`config.mk`:
```
export PLATFORM = sky130hd
export DESIGN_NAME = key_event_fifo
export DESIGN_NICKNAME = d
export VERILOG_FILES = /design/src/rtl/key_event_fifo.sv
export SDC_FILE = /design/constraint.sdc
export NUM_CORES = 1
export LEC_CHECK = 0
export ABC_AREA = 1
export ABC_CLOCK_PERIOD_IN_PS = 2440
export BUFFER_PORTS_ARGS = -buffer_cell sky130_fd_sc_hd__buf_2
export CORE_MARGIN = 2
export CORE_UTILIZATION = 60
export DETAILED_ROUTE_END_ITERATION = 12
export PLACE_DENSITY = 0.78
export SYNTH_ARGS = -nofsm -noshare
export SYNTH_HDL_FRONTEND = slang
export SYNTH_SLANG_ARGS = --single-unit
```
`constraint.sdc`:
```
create_clock -name sysclk -period 2.44 [get_ports sysclk]
set_input_delay 0 -clock sysclk [delete_from_list [all_inputs] [get_ports sysclk]]
set_output_delay 0 -clock sysclk [all_outputs]
set_load 0.03 [all_outputs]
```
`src/rtl/key_event_fifo.sv`:
```
// Key event FIFO: buffers keys from the PS/2 decoder for the processor.
// The decoder's strobe is brought into the sysclk domain. Each falling edge
// of that strobe queues one ASCII code. The oldest key is shown on
// key_reg/sample, and each key stays there until the processor pops it.
module key_event_fifo #(
   parameter int         DEPTH     = 16,
   parameter int         PTR_W     = 4,
   parameter logic [7:0] RESET_KEY = 8'd49
) (
   input  logic             sysclk,
   input  logic             rst_n,
   input  logic [7:0]       ascii_code,
   input  logic             scan_code_ready,
   input  logic             pop,
   input  logic             clear_ovf,
   output logic [7:0]       key_reg,
   output logic             sample,
   output logic             key_valid,
   output logic             irq,
   output logic [PTR_W:0]   count,
   output logic             overflow
);

   localparam logic [PTR_W:0] FULL_COUNT = (PTR_W+1)'(DEPTH);

   logic             r_sync1;
   logic             r_sync2;
   logic             r_sync3;
   logic [7:0]       r_mem [DEPTH];
   logic [PTR_W-1:0] r_wrPtr;
   logic [PTR_W-1:0] r_rdPtr;
   logic [PTR_W:0]   r_count;
   logic [7:0]       r_keyReg;
   logic             r_sample;
   logic             r_keyValid;
   logic             r_overflow;

   logic             w_pushEvt;
   logic             w_full;
   logic             w_empty;
   logic             w_xfer;
   logic             w_pushAccept;
   logic             w_pushDrop;
   logic             w_popInvalidate;

   // A falling edge of the synchronised strobe is seen as s3 high and s2 low.
   // This pulse lasts exactly one cycle.
   assign w_pushEvt       = r_sync3 & ~r_sync2;
   assign w_full          = (r_count == FULL_COUNT);
   assign w_empty         = (r_count == '0);
   // Storage feeds the output register whenever it holds a key and the
   // output register is either free or being consumed this cycle.
   assign w_xfer          = ~w_empty & (~r_keyValid | pop);
   // A transfer in the same cycle frees one slot, so a push into a full
   // FIFO can still be accepted.
   assign w_pushAccept    = w_pushEvt & (~w_full | w_xfer);
   assign w_pushDrop      = w_pushEvt & w_full & ~w_xfer;
   assign w_popInvalidate = pop & r_keyValid & w_empty;

   // Two-flop synchroniser plus history flop; idles high like the decoder strobe
   always_ff @(posedge sysclk) begin
      if (!rst_n) begin
         r_sync1 <= 1'b1;
         r_sync2 <= 1'b1;
         r_sync3 <= 1'b1;
      end else begin
         r_sync1 <= scan_code_ready;
         r_sync2 <= r_sync1;
         r_sync3 <= r_sync2;
      end
   end

   // Key storage; contents need no reset because the pointers define validity
   always_ff @(posedge sysclk) begin
      if (rst_n && w_pushAccept) begin
         r_mem[r_wrPtr] <= ascii_code;
      end
   end

   // Read/write pointers and occupancy count
   always_ff @(posedge sysclk) begin
      if (!rst_n) begin
         r_wrPtr <= '0;
         r_rdPtr <= '0;
         r_count <= '0;
      end else begin
         if (w_pushAccept) begin
            r_wrPtr <= r_wrPtr + 1'b1;
         end
         if (w_xfer) begin
            r_rdPtr <= r_rdPtr + 1'b1;
         end
         case ({w_pushAccept, w_xfer})
            2'b10:   r_count <= r_count + 1'b1;
            2'b01:   r_count <= r_count - 1'b1;
            default: r_count <= r_count;
         endcase
      end
   end

   // Output register: load the head key on transfer, and drop validity when
   // the last key is popped
   always_ff @(posedge sysclk) begin
      if (!rst_n) begin
         r_keyReg   <= RESET_KEY;
         r_sample   <= 1'b1;
         r_keyValid <= 1'b0;
      end else if (w_xfer) begin
         r_keyReg   <= r_mem[r_rdPtr];
         r_sample   <= ~r_sample;
         r_keyValid <= 1'b1;
      end else if (w_popInvalidate) begin
         r_keyValid <= 1'b0;
      end
   end

   // Sticky overflow flag; a drop in the same cycle as a clear keeps it set
   always_ff @(posedge sysclk) begin
      if (!rst_n) begin
         r_overflow <= 1'b0;
      end else if (w_pushDrop) begin
         r_overflow <= 1'b1;
      end else if (clear_ovf) begin
         r_overflow <= 1'b0;
      end
   end

   assign key_reg   = r_keyReg;
   assign sample    = r_sample;
   assign key_valid = r_keyValid;
   assign irq       = r_keyValid;
   assign count     = r_count;
   assign overflow  = r_overflow;

endmodule

```
==> metrics.csv <==
metric;value;unit
pwr dens;1089;nW/um^2
WHS;220.2;ps
Initial DRC Count;390;
highest routed layer;met4;
r2r endpoint;r_mem[10][4];
global-route wire length before repair;22070;um
critical path required time;2590;ps
Metal-1 WL;5610;um
Synth Area in Simple Gates;12.38;%
period utilization;84.27;%
vias in the first global route;4073;
critical path cell sequence;nor2_2 > nand2_1 > o21ai_2 > inv_1 > nand2_1 > nor2_1;
post-synthesis mux area share;0;%
Core ar.;10280;um^2
Pint;5081;uW
Hold Crit Class;input port to flop;
PortBufs;29;
synthesized area;6345;um^2
clock share of power;30.8;%
nature of the critical path endpoint;flop;
XOR/XNOR Fraction of Synth Area;0.1380;%
Avg Synthesized Cell Area;11.68;um^2
max-cap viol count;0;
FF-to-FF path depth;6;
Final Hold Viols;0;
share of cells above drive strength 1;15.41;%
Sw Ratio;35.90;%
Final Setup Violations;0;
maximum clock rate;486.3;MHz
row count;37;
flop and latch count out of synthesis;155;
Critical Path Fanout Max;8;
die width;106.8;um
vias;4366;
syn_nets;563;
number of synthesized flops with an enable pin;128;
antenna violations before repair;0;
metal2 WL;6897;um
grt ovf;0;
cts repair resizes;0;
Seq/Total Area, Yosys;69.10;%
total wire length;13950;um
CTS Buf Count;17;
Clk Latency, worst-skew pair;520;ps
area grow syn2layout;14.69;%
buffers and inverters on the worst path;1;
Starting Density;61.74;%
Reg power frac;39.1;%
Synth Area in Adders;1.380;%
H-Tree Depth;4;
final critical-path required period;2056;ps
CP max stage delay;630;ps
WS Path Type;flop to flop;
library cells used by synthesis;31;
Remaining DRCs;0;
fin util;70.81;%
RSZ-0062 raised after global routing;no;
post-synthesis compound-gate area fraction;12.46;%
Synth Flop Type;edfxtp_1;
R2R Setup Slk;380;ps
DIE AREA;11410;um^2
VDD IR max;531.4;uV
net load switching power;2846;uW
startpoint types;flop;
Most common cell on crit path;nand2_1;
Critical Path End;r_mem[10][4];
Max Buffers Root-to-Sink;2;
instance count on the critical path;6;
status;completed;
DP HPWL;8632;um
headroom to the max-slew limit;47.60;%
largest net degree at the start of global routing;67;
Final ANT Viol Nets;0;
setup_tns;0;ps
final instance area;7277;um^2
largest family of logic cells by synthesized area;compound AO/OA/AOI/OAI gates;
Setup Skew;8.801;ps
post-DR vias/cell;5.956;
ys async rst share;0;%
CTS tree;built;
Synth warnings;0;
max FFs per register;128;
Placed Area;6589;um^2
Synth Instances;543;
WL/cell;19.03;um
Worst path top cell family by delay;simple AND/OR/NAND/NOR gates;
IO Pins;30;
NumNets Final;604;
Ant. Diodes;0;
clock sinks;155;
CP Launch Point;count[0];
GP Congestion;0.9064;
Lkg Pwr;0.002597;uW
Worst Path Arrival;2210;ps
Clock transition at path regs;70;ps
fin. max-slew vios;0;
Root Buffer;clkbuf_8;
Met3 Wirelength;1251;um
DRT Pass-1 Iters;6;
Worst path slowest cell;nor2_1;
Die Span Y;106.8;um
logic gate share of total power;30.1;%
GRT Resource Usage Total;26.29;%
worst r2r src;count[0];
Worst-Margin Slew;783.2;ps
-- cells in the final DEF (no fill, tap or decap), drive strengths merged, types with 4 or more instances in the layout --
cell and n:
o22ai 14, clkinv 9, nor2 104, dlygate4sd3 13, or2 4, a21oi 14
nand3 30, inv 36, o211ai 20, nand2 42, o221ai 9, buf 38
o21ai 76, dfxtp 27, ha 7, edfxtp 128, clkbuf 19, nand4 4
-- Yosys cell counts, types with 3 or more instances --
library cell,n,area (um^2)
a21oi_1,14,70.07
nand4_1,4,25.02
nand3_1,28,140.1
ha_1,7,87.58
o22ai_1,14,87.58
o211ai_1,20,150.1
clkinv_1,3,11.26
o221ai_1,9,78.83
o21ai_1,14,70.07
clkbuf_1,12,45.04
inv_1,25,93.84
nor2_1,97,364.1
inv_2,3,11.26
nand2_1,40,150.1
edfxtp_1,128,3844
o21ai_0,61,305.3
buf_6,5,56.30
dfxtp_1,27,540.5
nor2_2,7,43.79
or2_2,4,25.02
buf_2,9,45.04
-- area by class of cell --
| cell class | count | area (um^2) |
|---|---|---|
| clock buffer | 19 | 452.9 |
| clock inverter | 13 | 105.1 |
| fill | 744 | 3000 |
| inverter | 32 | 122.6 |
| multi-input combinational | 327 | 1673 |
| sequential | 155 | 4385 |
| tap | 136 | 170.2 |
| timing repair buffer | 51 | 367.9 |
-- what timing repair did --
action                                 CTS  global route
hold buffers                            13             0
buffers inserted                         0             0
endpoints found under the hold margin  146             0
-- worst min-delay path by stage --
stage / start / end / slack, ps / cells past startpoint
2_1_floorplan: ascii_code[0] / r_mem[0][0] / 100 / 0
3_3_place_gp: scan_code_ready / r_sync1 / 190 / 2
3_5_place_dp: scan_code_ready / r_sync1 / 190 / 2
4_1_cts: scan_code_ready / r_sync1 / 180 / 3
5_1_grt: scan_code_ready / r_sync1 / 230 / 3
6_report: scan_code_ready / r_sync1 / 220 / 3
-- per-layer routing --
metal,up-vias,track usage [%]
met3,16,6.383
li1,2040,-
met4,0,8.534
met2,227,41.40
met5,-,0
met1,2083,36.56
-- worst min-delay path, stage by stage --
cell and delay, ps:
dlygate4sd3_1 540, buf_2 100, or2_2 90
-- stage by stage --
step / setup slack (ps) / total power, uW / std cells
final: 383.8 / 7928 / 733
after CTS: 344.2 / 7928 / 733
after global placement: 468.7 / 5437 / 688
after detailed placement: 371.3 / 5486 / 688
after floorplan: 535.6 / 4876 / 543
after global routing: 223.4 / 8294 / 733
-- logic make-up (layout without fill, tap and decap cells) --
group | Yosys count | count (layout)
and+or+nand+nor | 184 | 184
DFF | 155 | 155
AOI/OAI and AO/OA | 135 | 135
buffers and inverters | 61 | 115
adders and majority gates | 7 | 7
xor gates and xnor gates | 1 | 1
-- power groups by stage --
| stage | clock (uW) | combinational [uW] | sequential [uW] |
|---|---|---|---|
| 2_1_floorplan | 0 | 1530 | 3340 |
| 3_3_place_gp | 0 | 2300 | 3140 |
| 3_5_place_dp | 0 | 2330 | 3150 |
| 4_1_cts | 2460 | 2370 | 3100 |
| 5_1_grt | 2570 | 2610 | 3110 |
| 6_report | 2440 | 2390 | 3100 |
Power figures use the tool's default switching activity.
